**config.mk**
```make
export PLATFORM = sky130hd
export DESIGN_NAME = game_state_rx
export DESIGN_NICKNAME = d
export VERILOG_FILES = /design/src/rtl/game_state_rx.sv
export SDC_FILE = /design/constraint.sdc
export NUM_CORES = 1
export LEC_CHECK = 0
export CELL_PAD_IN_SITES_DETAIL_PLACEMENT = 2
export CELL_PAD_IN_SITES_GLOBAL_PLACEMENT = 2
export CORE_UTILIZATION = 25
export DETAILED_ROUTE_END_ITERATION = 6
export PLACE_DENSITY_LB_ADDON = 0.15
export SETUP_SLACK_MARGIN = 0.3
export SLEW_MARGIN = 0
export SYNTH_ARGS = -nofsm -noshare
export SYNTH_HDL_FRONTEND = slang
export SYNTH_SLANG_ARGS = --single-unit
```
**constraint.sdc**
```tcl
create_clock -name eth_clk -period 2.5 [get_ports eth_clk]
set_clock_uncertainty 0.15 [all_clocks]
set_input_delay 0.5 -clock eth_clk [delete_from_list [all_inputs] [get_ports eth_clk]]
set_output_delay 0.5 -clock eth_clk [all_outputs]
set_load 0.03 [all_outputs]
```
**src/rtl/game_state_rx.sv**
```systemverilog
`default_nettype none
// ============================================================================
//  Module   : game_state_rx
//  Purpose  : RMII receiver/decoder for the opponent game-state frame.
//             Strips preamble/SFD, filters on destination MAC and EtherType,
//             checks the FCS and commits opponent x/y/dir/status only on a
//             clean frame.
//  Revision : 1.0 - initial release
// ============================================================================
module game_state_rx #(
    parameter logic [47:0] MY_MAC    = 48'h02_00_00_00_00_02,
    parameter logic [15:0] ETHERTYPE = 16'h88B5,
    parameter int          MAX_BYTES = 1522
) (
    input  logic        eth_clk,
    input  logic        eth_rst_n,
    input  logic        eth_crsdv,
    input  logic [1:0]  eth_rxd,
    output logic [10:0] opp_x,
    output logic [10:0] opp_y,
    output logic [8:0]  opp_dir,
    output logic [1:0]  opp_stat,
    output logic        frame_valid,
    output logic        frame_err
);

    localparam int CW = $clog2(4 * MAX_BYTES + 1);
    localparam int BW = CW - 2;

    localparam logic [CW-1:0] c_MAX_DIBITS = CW'(4 * MAX_BYTES);
    localparam logic [CW-1:0] c_MIN_DIBITS = CW'(4 * 64);
    localparam logic [31:0]   c_POLY       = 32'hEDB8_8320;
    localparam logic [31:0]   c_RESIDUE    = 32'hDEBB_20E3;

    localparam logic [3:0] c_IDLE     = 4'd0;
    localparam logic [3:0] c_PREAMBLE = 4'd1;
    localparam logic [3:0] c_DEST     = 4'd2;
    localparam logic [3:0] c_SRC      = 4'd3;
    localparam logic [3:0] c_TYPE     = 4'd4;
    localparam logic [3:0] c_PAYLOAD  = 4'd5;
    localparam logic [3:0] c_PAD      = 4'd6;
    localparam logic [3:0] c_CHECK    = 4'd7;
    localparam logic [3:0] c_DROP     = 4'd8;

    logic [3:0]    r_state;
    logic          r_wait_low;   // set by reset: ignore the tail of any frame in flight
    logic [CW-1:0] r_dcnt;       // dibits received since SFD
    logic [5:0]    r_sh;         // first three dibits of the current byte
    logic [31:0]   r_crc;
    logic          r_dst_me;
    logic          r_dst_bc;
    logic [7:0]    r_type_hi;
    logic [10:0]   r_x;
    logic [10:0]   r_y;
    logic [8:0]    r_dir;
    logic [1:0]    r_stat;

    logic [7:0]    w_byte;
    logic          w_last;
    logic [BW-1:0] w_bidx;
    logic [31:0]   w_crc_next;
    logic [7:0]    w_me_byte;
    logic          w_me_ok;
    logic          w_bc_ok;

    // Reflected CRC-32, two bits per call, bit 0 of the dibit first.
    function automatic logic [31:0] f_crc_dibit(input logic [31:0] crc, input logic [1:0] dib);
        logic [31:0] c;
        c = crc;
        for (int i = 0; i < 2; i++) begin
            if (c[0] ^ dib[i]) c = (c >> 1) ^ c_POLY;
            else               c = c >> 1;
        end
        return c;
    endfunction

    assign w_byte     = {eth_rxd, r_sh};
    assign w_last     = (r_dcnt[1:0] == 2'b11);
    assign w_bidx     = r_dcnt[CW-1:2];
    assign w_crc_next = f_crc_dibit(r_crc, eth_rxd);
    assign w_me_ok    = r_dst_me && (w_byte == w_me_byte);
    assign w_bc_ok    = r_dst_bc && (w_byte == 8'hFF);

    // Pick the MY_MAC byte expected at the current destination byte position.
    always_comb begin
        w_me_byte = MY_MAC[47:40];
        case (w_bidx[2:0])
            3'd1:    w_me_byte = MY_MAC[39:32];
            3'd2:    w_me_byte = MY_MAC[31:24];
            3'd3:    w_me_byte = MY_MAC[23:16];
            3'd4:    w_me_byte = MY_MAC[15:8];
            3'd5:    w_me_byte = MY_MAC[7:0];
            default: ;
        endcase
    end

    // Frame FSM: field walking, CRC accumulation, field capture and commit.
    always_ff @(posedge eth_clk) begin
        if (!eth_rst_n) begin
            r_state     <= c_IDLE;
            r_wait_low  <= 1'b1;
            r_dcnt      <= '0;
            r_sh        <= '0;
            r_crc       <= '0;
            r_dst_me    <= 1'b0;
            r_dst_bc    <= 1'b0;
            r_type_hi   <= '0;
            r_x         <= '0;
            r_y         <= '0;
            r_dir       <= '0;
            r_stat      <= '0;
            opp_x       <= '0;
            opp_y       <= '0;
            opp_dir     <= '0;
            opp_stat    <= '0;
            frame_valid <= 1'b0;
            frame_err   <= 1'b0;
        end else begin
            frame_valid <= 1'b0;
            frame_err   <= 1'b0;
            case (r_state)
                c_IDLE: begin
                    if (r_wait_low) begin
                        if (!eth_crsdv) r_wait_low <= 1'b0;
                    end else if (eth_crsdv && eth_rxd == 2'b01) begin
                        r_state <= c_PREAMBLE;
                    end
                end
                c_PREAMBLE: begin
                    if (!eth_crsdv) begin
                        r_state <= c_IDLE;
                    end else if (eth_rxd == 2'b11) begin
                        r_state  <= c_DEST;
                        r_dcnt   <= '0;
                        r_crc    <= 32'hFFFF_FFFF;
                        r_dst_me <= 1'b1;
                        r_dst_bc <= 1'b1;
                    end else if (eth_rxd != 2'b01) begin
                        r_state <= c_IDLE;
                    end
                end
                c_DEST, c_SRC, c_TYPE, c_PAYLOAD: begin
                    if (!eth_crsdv) begin
                        // Carrier lost before the payload was complete: runt.
                        frame_err <= 1'b1;
                        r_state   <= c_IDLE;
                    end else begin
                        r_dcnt <= r_dcnt + CW'(1);
                        r_crc  <= w_crc_next;
                        r_sh   <= {eth_rxd, r_sh[5:2]};
                        if (w_last) begin
                            if (r_state == c_DEST) begin
                                r_dst_me <= w_me_ok;
                                r_dst_bc <= w_bc_ok;
                                if (w_bidx == BW'(5))
                                    r_state <= (w_me_ok || w_bc_ok) ? c_SRC : c_DROP;
                            end else if (r_state == c_SRC) begin
                                if (w_bidx == BW'(11)) r_state <= c_TYPE;
                            end else if (r_state == c_TYPE) begin
                                r_type_hi <= w_byte;
                                if (w_bidx == BW'(13))
                                    r_state <= ({r_type_hi, w_byte} == ETHERTYPE) ? c_PAYLOAD : c_DROP;
                            end else begin
                                case (w_bidx)
                                    BW'(14): r_x[10:8]  <= w_byte[2:0];
                                    BW'(15): r_x[7:0]   <= w_byte;
                                    BW'(16): r_y[10:8]  <= w_byte[2:0];
                                    BW'(17): r_y[7:0]   <= w_byte;
                                    BW'(18): r_dir[8]   <= w_byte[0];
                                    BW'(19): r_dir[7:0] <= w_byte;
                                    BW'(20): begin
                                        r_stat  <= w_byte[1:0];
                                        r_state <= c_PAD;
                                    end
                                    default: ;
                                endcase
                            end
                        end
                    end
                end
                c_PAD: begin
                    if (!eth_crsdv) begin
                        r_state <= c_CHECK;
                    end else if (r_dcnt == c_MAX_DIBITS) begin
                        // First dibit beyond the byte limit: drop right away.
                        frame_err <= 1'b1;
                        r_state   <= c_DROP;
                    end else begin
                        r_dcnt <= r_dcnt + CW'(1);
                        r_crc  <= w_crc_next;
                    end
                end
                c_CHECK: begin
                    if (r_crc == c_RESIDUE && r_dcnt >= c_MIN_DIBITS &&
                        r_dcnt[1:0] == 2'b00 && r_dir <= 9'd359) begin
                        opp_x       <= r_x;
                        opp_y       <= r_y;
                        opp_dir     <= r_dir;
                        opp_stat    <= r_stat;
                        frame_valid <= 1'b1;
                    end else begin
                        frame_err <= 1'b1;
                    end
                    r_state <= c_IDLE;
                end
                c_DROP: begin
                    if (!eth_crsdv) r_state <= c_IDLE;
                end
                default: r_state <= c_IDLE;
            endcase
        end
    end

endmodule
`default_nettype wire
```
==> results.rst, run 1 <==
.. list-table::
   :header-rows: 1

   * - Metric
     - Value
   * - Vias after detailed routing
     - 5125
   * - Area of the multi-input gates
     - 3490 um2
   * - Type of destination of the critical path
     - register
   * - Vias in the first global route
     - 5814
   * - H-tree levels
     - 4
   * - RSZ-0062 raised after global routing
     - true
   * - Routed wirelength normalized by instance count
     - 19.4 um
   * - Number of hold buffers added after cts
     - 0
   * - Relative contribution of sequential cells to total power
     - 41.2%
   * - Count of state elements after synthesis
     - 134
   * - Clk pwr share
     - 49.5%
   * - Number of distinct library cells after synthesis
     - 67
   * - Tightest Pin Transition
     - 0.581 ns
   * - Total DRC errors in the routed layout
     - 0
   * - Core footprint
     - 22800 um2
   * - Cell family with most CP delay
     - buffers and inverters
   * - Count of cell instances traversed by the critical path
     - 12
   * - Destination of the critical timing path
     - opp_dir[8]$_SDFFE_PN0P_
   * - Placement row count
     - 55
   * - Vias per cell
     - 4.76
   * - Pin count of the biggest net entering global routing
     - 114
   * - Worst slew margin relative to its limit
     - 61.1%
   * - Synth Cell Area
     - 5880 um2
   * - Router iterations before antenna repair
     - 4
   * - Clk_lat worst skew
     - 0.43 ns
   * - Register-to-Register Path Depth
     - 12
   * - Type of the setup path with the least slack
     - reg2reg
   * - Final setup vio count
     - 0
   * - Die width
     - 155 um
   * - Number of buffers inserted during clock tree synthesis
     - 17
   * - Slowest-stage cell, CP
     - sky130_fd_sc_hd__dfxtp_2
   * - Antenna violation net count after detailed routing
     - 0
   * - Power per unit of standard cell area
     - 614 nW/um2
   * - Worst-case clock buffer depth
     - 2
   * - Sequential share of the synthesized area
     - 45.7%
   * - Clk root buf
     - sky130_fd_sc_hd__clkbuf_16
   * - Crit-path max FO
     - 7
   * - Number of input and output port buffers inserted
     - 39
   * - Final hold viol count
     - 0
   * - IR drop worst, VDD
     - 0.385 mV
   * - Wire length reported by the detailed router
     - 20900 um
   * - Kind of launch point of the worst setup path
     - register
   * - Area growth from synthesis to layout
     - 48.8%
   * - Detailed placer's ending HPWL
     - 13000 um
   * - CTS tree
     - built
   * - Data arrival time at the worst-slack endpoint
     - 2.62 ns
   * - Per-instance average area after synthesis
     - 9.11 um2
   * - Total buffers and inverters traversed by the critical path
     - 5
   * - Top achievable clock speed
     - 404 MHz
   * - Violation count after the first detailed-routing iteration
     - 172
   * - Yosys warns
     - 0
   * - Combinational group share of total power
     - 9.3%
   * - Final net count
     - 758
   * - Top post-synthesis cells by area
     - sky130_fd_sc_hd__dfxtp_1 46%, sky130_fd_sc_hd__mux2i_1 11%, sky130_fd_sc_hd__nor2_1 8.0%
   * - Core Util, Final
     - 38.3%
   * - Final critical-path share of the clock period
     - 99.0%
   * - Die H
     - 155 um
   * - Worst setup margin
     - 0.0245 ns
   * - Switching power
     - 1.36 mW
   * - Share of synthesized flip-flops with an asynchronous set or reset
     - 0%
   * - Switching share of power
     - 25.2%
   * - Fill cell instance count of the final layout
     - 2462
   * - Critical-path cell list
     - inv_2 -> ha_4 -> nand4_1 -> nor4_2 -> buf_4 -> nand4_1 -> buf_6 -> nor4_4 -> buf_6 -> buf_12 -> mux2i_1 -> nor2_1
   * - RR Startpoint
     - r_dcnt[1]$_SDFFE_PN0P_
   * - Maximum capacitance violations
     - 0
   * - Setup WS pre-CTS
     - -0.463 ns
   * - I/O pins
     - 40
   * - Effective utilization at floorplan
     - 25.7%
   * - Most used flip-flop cell after synthesis
     - sky130_fd_sc_hd__dfxtp_1
   * - Wire length of the first global-routing pass
     - 33300 um
   * - Area enclosed by the die boundary
     - 24100 um2
   * - Number of inserted diodes
     - 0
   * - Worst reg2reg setup slack
     - 0.02 ns
   * - Max-slew violation count
     - 0
   * - Cell internal power dissipation
     - 4.02 mW
   * - TritonCTS sink count
     - 134
   * - Critical R2R Capture
     - opp_dir[8]$_SDFFE_PN0P_
   * - Required time worst endpoint
     - 2.65 ns
   * - Largest stage delay on the critical path
     - 0.33 ns
   * - Share of cells above drive strength 1
     - 28.1%
   * - Sum of overflow across all layers after global routing
     - 0
   * - Time the worst path needs with I/O delays and setup
     - 2.48 ns
   * - Weighted congestion at the end of routability-driven global placement
     - 0.799
   * - Startpoint of the worst setup timing path
     - r_dcnt[1]$_SDFFE_PN0P_
   * - EDFF count, synth
     - 0
   * - Total Routing Usage GR
     - 18.1%
   * - Share of Yosys cell area claimed by the top area cell type
     - 45.7%
   * - Gate Count Post-Synth
     - 645
   * - Yosys top cell by area
     - sky130_fd_sc_hd__dfxtp_1
   * - Mapped Nets
     - 652
   * - Type of the worst min-delay path
     - reg2reg
   * - Clock transition time at the flip-flop clock pins of the worst setup and hold paths
     - 0.06 ns
   * - Cell leakage power
     - 3.45 nW
   * - Result of the run
     - finished clean
   * - Sequential cell area
     - 2690 um2
   * - Number of antenna violations at the first check in global routing
     - 0
==> power by group through the flow <==
stage                     combinational [mW]  sequential, mW  clock, mW
after floorplan                        0.227            2.23          0
after global placement                 0.347            2.25          0
after detailed placement               0.362            2.25          0
after CTS                              0.477            2.21       2.70
after global routing                   0.540            2.21       2.81
final                                  0.502            2.21       2.66
==> what timing repair did <==
| item | CTS | global route |
|---|---|---|
| endpoints found under the setup margin | 119 | 126 |
| pin swaps | 18 | 10 |
| hold endpoints to repair | 0 | 0 |
| buffers inserted | 17 | 2 |
| resized for setup | 96 | 28 |
| gates cloned | 8 | 3 |
==> logic make-up (layout without fill, tap and decap cells) <==
kind of cell,count (synthesis),in the layout,synth area share (%)
AOI/OAI and AO/OA,87,87,9.86
adders and majority gates,2,2,0.426
and+or+nand+nor,261,261,21.9
muxes,67,67,11.4
xor gates and xnor gates,37,37,5.90
DFF,134,134,45.7
buffers and inverters,57,176,4.86
==> worst reg2reg max path, cell delays in order, from the launching register on <==
cell,delay [ns]
sky130_fd_sc_hd__dfxtp_2,0.33
sky130_fd_sc_hd__inv_2,0.07
sky130_fd_sc_hd__ha_4,0.14
sky130_fd_sc_hd__nand4_1,0.15
sky130_fd_sc_hd__nor4_2,0.19
sky130_fd_sc_hd__buf_4,0.16
sky130_fd_sc_hd__nand4_1,0.12
sky130_fd_sc_hd__buf_6,0.16
sky130_fd_sc_hd__nor4_4,0.21
sky130_fd_sc_hd__buf_6,0.21
sky130_fd_sc_hd__buf_12,0.16
sky130_fd_sc_hd__mux2i_1,0.24
sky130_fd_sc_hd__nor2_1,0.06
==> routing by layer <==
metal / wire length (um) / GRT usage [%] / vias to the layer above
li1: - / - / 2456
met4: 280 / 4.58 / 0
met3: 445 / 3.37 / 20
met5: 0 / 0 / -
met1: 8970 / 21.1 / 2598
met2: 11200 / 33.8 / 51
==> state kept, by name, indices dropped and copies added, names as in the netlist, 9 cells and up <==
signal / count
r_y: 11
r_dir: 9
r_crc: 32
r_x: 11
opp_dir: 9
opp_x: 11
r_dcnt: 13
opp_y: 11
==> area by class of cell <==
class	count	share of cell area, %
flip-flops and latches	134	30.7
well taps	313	4.48
multi-input cells	454	40.0
inverters	10	0.444
repair buffers	134	17.3
clock buffers	19	5.07
clock inverters	13	2.00
==> how the worst min path moves through the flow <==
| stage | slack, ns | from | endpoint | depth (start not counted) |
|---|---|---|---|---|
| detailed placement | 0.30 | r_dst_bc$_SDFFE_PN0P_ | r_dst_bc$_SDFFE_PN0P_ | 2 |
| global placement | 0.29 | r_dst_bc$_SDFFE_PN0P_ | r_dst_bc$_SDFFE_PN0P_ | 2 |
| global route | 0.32 | r_type_hi[6]$_SDFFE_PN0P_ | r_type_hi[6]$_SDFFE_PN0P_ | 2 |
| floorplan | 0.27 | r_wait_low$_SDFFE_PN1N_ | r_wait_low$_SDFFE_PN1N_ | 2 |
| CTS | 0.31 | r_dst_bc$_SDFFE_PN0P_ | r_dst_bc$_SDFFE_PN0P_ | 2 |
| finish | 0.30 | r_dst_bc$_SDFFE_PN0P_ | r_dst_bc$_SDFFE_PN0P_ | 2 |
==> metrics by stage <==
stage	area, um2	hold slack [ns]	cells	total power, mW	setup TNS (ns)
6_report	8740	0.304	1077	5.37	0
5_1_grt	8740	0.324	1077	5.56	-3.81
3_5_place_dp	7020	0.298	1015	2.61	-26.26
4_1_cts	8500	0.307	1072	5.39	-0.00558
3_3_place_gp	7020	0.285	1015	2.59	-21.83
2_1_floorplan	5890	0.272	645	2.45	0
==> placed cells by master, fill, tap and decap left out, types with 3 or more instances in the layout <==
cell type	instances
sky130_fd_sc_hd__o21ai_0	8
sky130_fd_sc_hd__o21ai_1	3
sky130_fd_sc_hd__nor2_2	3
sky130_fd_sc_hd__nand4b_1	3
sky130_fd_sc_hd__nand3_2	5
sky130_fd_sc_hd__buf_6	12
sky130_fd_sc_hd__nor2_1	122
sky130_fd_sc_hd__o22ai_2	17
sky130_fd_sc_hd__inv_2	3
sky130_fd_sc_hd__buf_16	8
sky130_fd_sc_hd__a21oi_1	20
sky130_fd_sc_hd__clkinv_4	7
sky130_fd_sc_hd__clkbuf_16	20
sky130_fd_sc_hd__xnor2_1	15
sky130_fd_sc_hd__nor2b_1	8
sky130_fd_sc_hd__o22ai_4	15
sky130_fd_sc_hd__buf_4	60
sky130_fd_sc_hd__mux2i_2	3
sky130_fd_sc_hd__nand4_1	11
sky130_fd_sc_hd__nand3_1	15
sky130_fd_sc_hd__xnor2_2	3
sky130_fd_sc_hd__and3_1	5
sky130_fd_sc_hd__bufinv_16	3
sky130_fd_sc_hd__and2_1	3
sky130_fd_sc_hd__nor3b_1	4
sky130_fd_sc_hd__inv_1	5
sky130_fd_sc_hd__nand2_1	33
sky130_fd_sc_hd__nor4_4	4
sky130_fd_sc_hd__buf_12	12
sky130_fd_sc_hd__mux2i_1	63
sky130_fd_sc_hd__dfxtp_1	132
sky130_fd_sc_hd__nand2b_1	7
sky130_fd_sc_hd__clkdlybuf4s50_1	34
sky130_fd_sc_hd__xor2_1	17
sky130_fd_sc_hd__nor4_1	5
sky130_fd_sc_hd__nand2_4	3
sky130_fd_sc_hd__nand2_2	4
sky130_fd_sc_hd__dlymetal6s2s_1	3
==> synthesized netlist by cell type (all sizes together) (2+ instances only) <==
cell and instances:
dfxtp 134, nor2 125, mux2i 67, nand2 41, o22ai 32, clkbuf 31, a21oi 21, nand3 21
xor2 19, xnor2 18, buf 16, nand4 11, o21ai 11, nor4 10, nand2b 9, inv 8
nor2b 8, and3 5, and2 4, nor3 4, nor3b 4, nand4b 3, a21boi 2, a2bb2oi 2
and4 2, clkinv 2, ha 2, nand3b 2, nor4bb 2, o2111ai 2, o311ai 2, or4 2
or4b 2
Note: power is estimated with default switching activity, not from simulation.
==> run 2: changes to the inputs <==
- CORE_MARGIN: unset -> 2
==> results.rst, run 2 (synthesis results as in run 1) <==
.. list-table::
   :header-rows: 1

   * - Metric
     - Value
   * - Cell leakage power
     - 3.37 nW
   * - Top achievable clock speed
     - 389 MHz
   * - Violated checks
     - negative setup slack
   * - Die width
     - 157 um
   * - Die H
     - 157 um
   * - Share of cells above drive strength 1
     - 29.5%
   * - Data arrival time at the worst-slack endpoint
     - 2.71 ns
   * - Final hold viol count
     - 0
   * - Type of the setup path with the least slack
     - reg2reg
   * - Effective utilization at floorplan
     - 25.3%
   * - Core footprint
     - 23300 um2
   * - Setup WS pre-CTS
     - -0.452 ns
   * - Number of buffers inserted during clock tree synthesis
     - 17
   * - Violation count after the first detailed-routing iteration
     - 182
   * - Worst slew margin relative to its limit
     - 54.5%
   * - RSZ-0062 raised after global routing
     - true
   * - Weighted congestion at the end of routability-driven global placement
     - 0.774
   * - Vias per cell
     - 4.74
   * - Cell internal power dissipation
     - 3.88 mW
   * - Vias in the first global route
     - 5645
   * - Placement row count
     - 56
   * - TritonCTS sink count
     - 134
   * - Maximum capacitance violations
     - 0
   * - Required time worst endpoint
     - 2.64 ns
   * - Final Non-Filler Cells
     - 1084
   * - Crit-path max FO
     - 11
   * - Number of hold buffers added after cts
     - 0
   * - Top library cells by usage in the layout, fill and taps aside
     - 131 x sky130_fd_sc_hd__dfxtp_1, 122 x sky130_fd_sc_hd__nor2_1, 58 x sky130_fd_sc_hd__mux2i_1, 58 x sky130_fd_sc_hd__buf_4, 35 x sky130_fd_sc_hd__clkdlybuf4s50_1
   * - Result of the run
     - finished, violations left
   * - Cell family with most CP delay
     - simple AND/OR/NAND/NOR gates
   * - Switching power
     - 1.33 mW
   * - Leading cell type in the layout, fill and taps excluded
     - sky130_fd_sc_hd__dfxtp_1
   * - Wire length of the first global-routing pass
     - 32800 um
   * - Worst setup margin
     - -0.0716 ns
   * - Clk root buf
     - sky130_fd_sc_hd__clkbuf_16
   * - Switching share of power
     - 25.5%
   * - # placed instances
     - 1021
   * - Detailed placer's ending HPWL
     - 12800 um
   * - Pin count of the biggest net entering global routing
     - 114
   * - Slowest-stage cell, CP
     - sky130_fd_sc_hd__dfxtp_2
   * - Biggest regs
     - r_crc: 32 flops, r_dcnt: 13 flops
   * - Area growth from synthesis to layout
     - 50.2%
   * - Critical-path cell list
     - inv_2 -> ha_4 -> nand4_1 -> nor4_4 -> buf_4 -> nand4_1 -> buf_4 -> nor4_4 -> buf_6 -> buf_16 -> mux2i_2 -> nor2_1
   * - Number of flip-flops under the largest register name
     - 32
   * - Final net count
     - 760
   * - Number of inserted diodes
     - 0
   * - Clk pwr share
     - 47.7%
   * - Combinational group share of total power
     - 9.8%
   * - Clk_lat worst skew
     - 0.43 ns
   * - Sum of overflow across all layers after global routing
     - 0
   * - Kind of launch point of the worst setup path
     - register
   * - Router iterations before antenna repair
     - 4
   * - Wire length on met1
     - 9150 um
   * - Power per unit of standard cell area
     - 590 nW/um2
   * - Routed wirelength normalized by instance count
     - 19.5 um
   * - Antenna violation net count after detailed routing
     - 0
   * - Largest stage delay on the critical path
     - 0.32 ns
   * - Type of the worst min-delay path
     - reg2reg
   * - Number of input and output port buffers inserted
     - 39
   * - Area enclosed by the die boundary
     - 24700 um2
   * - Relative contribution of sequential cells to total power
     - 42.5%
   * - Time the worst path needs with I/O delays and setup
     - 2.57 ns
   * - IR drop worst, VDD
     - 0.373 mV
   * - Number of antenna violations at the first check in global routing
     - 0
   * - Clock transition time at the flip-flop clock pins of the worst setup and hold paths
     - 0.06 ns
   * - Max-slew violation count
     - 0
   * - Wire length reported by the detailed router
     - 21100 um
   * - Total Routing Usage GR
     - 17.5%
   * - Reg with most FFs
     - r_crc
   * - Tightest Pin Transition
     - 0.680 ns
   * - Final setup vio count
     - 29
   * - Top metal layer carrying routed signals
     - met4
   * - Total DRC errors in the routed layout
     - 0
   * - Instance area after placement
     - 7020 um2
   * - Vias after detailed routing
     - 5136
   * - Met3 routed wirelength
     - 426 um
   * - CTS tree
     - built
   * - Pwr Total
     - 5.21 mW
   * - Type of destination of the critical path
     - register
   * - Total length of routed met2 wires
     - 11100 um
   * - H-tree levels
     - 4
   * - Total buffers and inverters traversed by the critical path
     - 5
   * - Worst-case clock buffer depth
     - 2
   * - Final critical-path share of the clock period
     - 103%
   * - Fill cell instance count of the final layout
     - 2494
   * - Area of all placed cells without fillers
     - 8830 um2
   * - I/O pins
     - 40
==> run 2: per-layer routing <==
metal  global-route usage [%]  vias to the layer above
met5                        0                        -
met4                     4.72                        0
met3                     3.25                       30
met2                     31.8                       63
met1                     21.0                     2596
li1                         -                     2447
==> run 2: layout make-up <==
type | count | area [um2] | share of cell area, %
timing repair buffer | 136 | 1540 | 17.4
clock inverter | 14 | 150 | 1.70
multi-input combinational | 454 | 3590 | 40.6
tap | 319 | 399 | 4.52
sequential | 134 | 2690 | 30.4
clock buffer | 17 | 425 | 4.82
inverter | 10 | 38.8 | 0.439
==> run 2: path summary, 6_finish.rpt <==
check                              end  cells past startpoint                       from  slack (ns)
min reg2reg  r_type_hi[0]$_SDFFE_PN0P_                      2  r_type_hi[0]$_SDFFE_PN0P_        0.31
max            opp_dir[4]$_SDFFE_PN0P_                     12     r_dcnt[0]$_SDFFE_PN0P_       -0.07
min          r_type_hi[0]$_SDFFE_PN0P_                      2  r_type_hi[0]$_SDFFE_PN0P_        0.31
max reg2reg    opp_dir[4]$_SDFFE_PN0P_                     12     r_dcnt[0]$_SDFFE_PN0P_       -0.07
==> run 2: repair_timing <==
item	CTS	global route
resized for setup	108	45
setup buffers	16	7
endpoints found under the hold margin	0	0
pin swaps	22	30
setup endpoints to repair	119	120
cloned	9	0
==> run 2: worst reg2reg max path, delay by kind of cell (launching register included) <==
family,cells,cell delay (ns)
buffers and inverters,5,0.79
muxes,1,0.22
adders and majority gates,1,0.15
and+or+nand+nor,5,0.82
DFF,1,0.32
==> run 2: power groups by stage <==
stage / Combinational [mW] / Sequential (mW) / Clock (mW)
2_1_floorplan: 0.227 / 2.23 / 0
3_3_place_gp: 0.345 / 2.25 / 0
3_5_place_dp: 0.357 / 2.25 / 0
4_1_cts: 0.462 / 2.21 / 2.56
5_1_grt: 0.549 / 2.22 / 2.67
6_report: 0.509 / 2.21 / 2.48
==> run 2: through the flow <==
step | TNS (ns) | utilization, % | hold WS (ns)
after floorplan | 0 | - | 0.272
after global placement | -22.40 | 30.2 | 0.287
after detailed placement | -28.75 | 30.2 | 0.302
after CTS | 0 | 36.5 | 0.312
after global routing | -8.77 | 37.9 | 0.331
final | -0.923 | 37.9 | 0.309
==> run 3: changes to the inputs <==
- ABC_AREA: unset -> 0
- CTS_CLUSTER_DIAMETER: unset -> 40
==> results of run 3 <==
The final DEF is identical to that of run 2; final timing and power are the same.
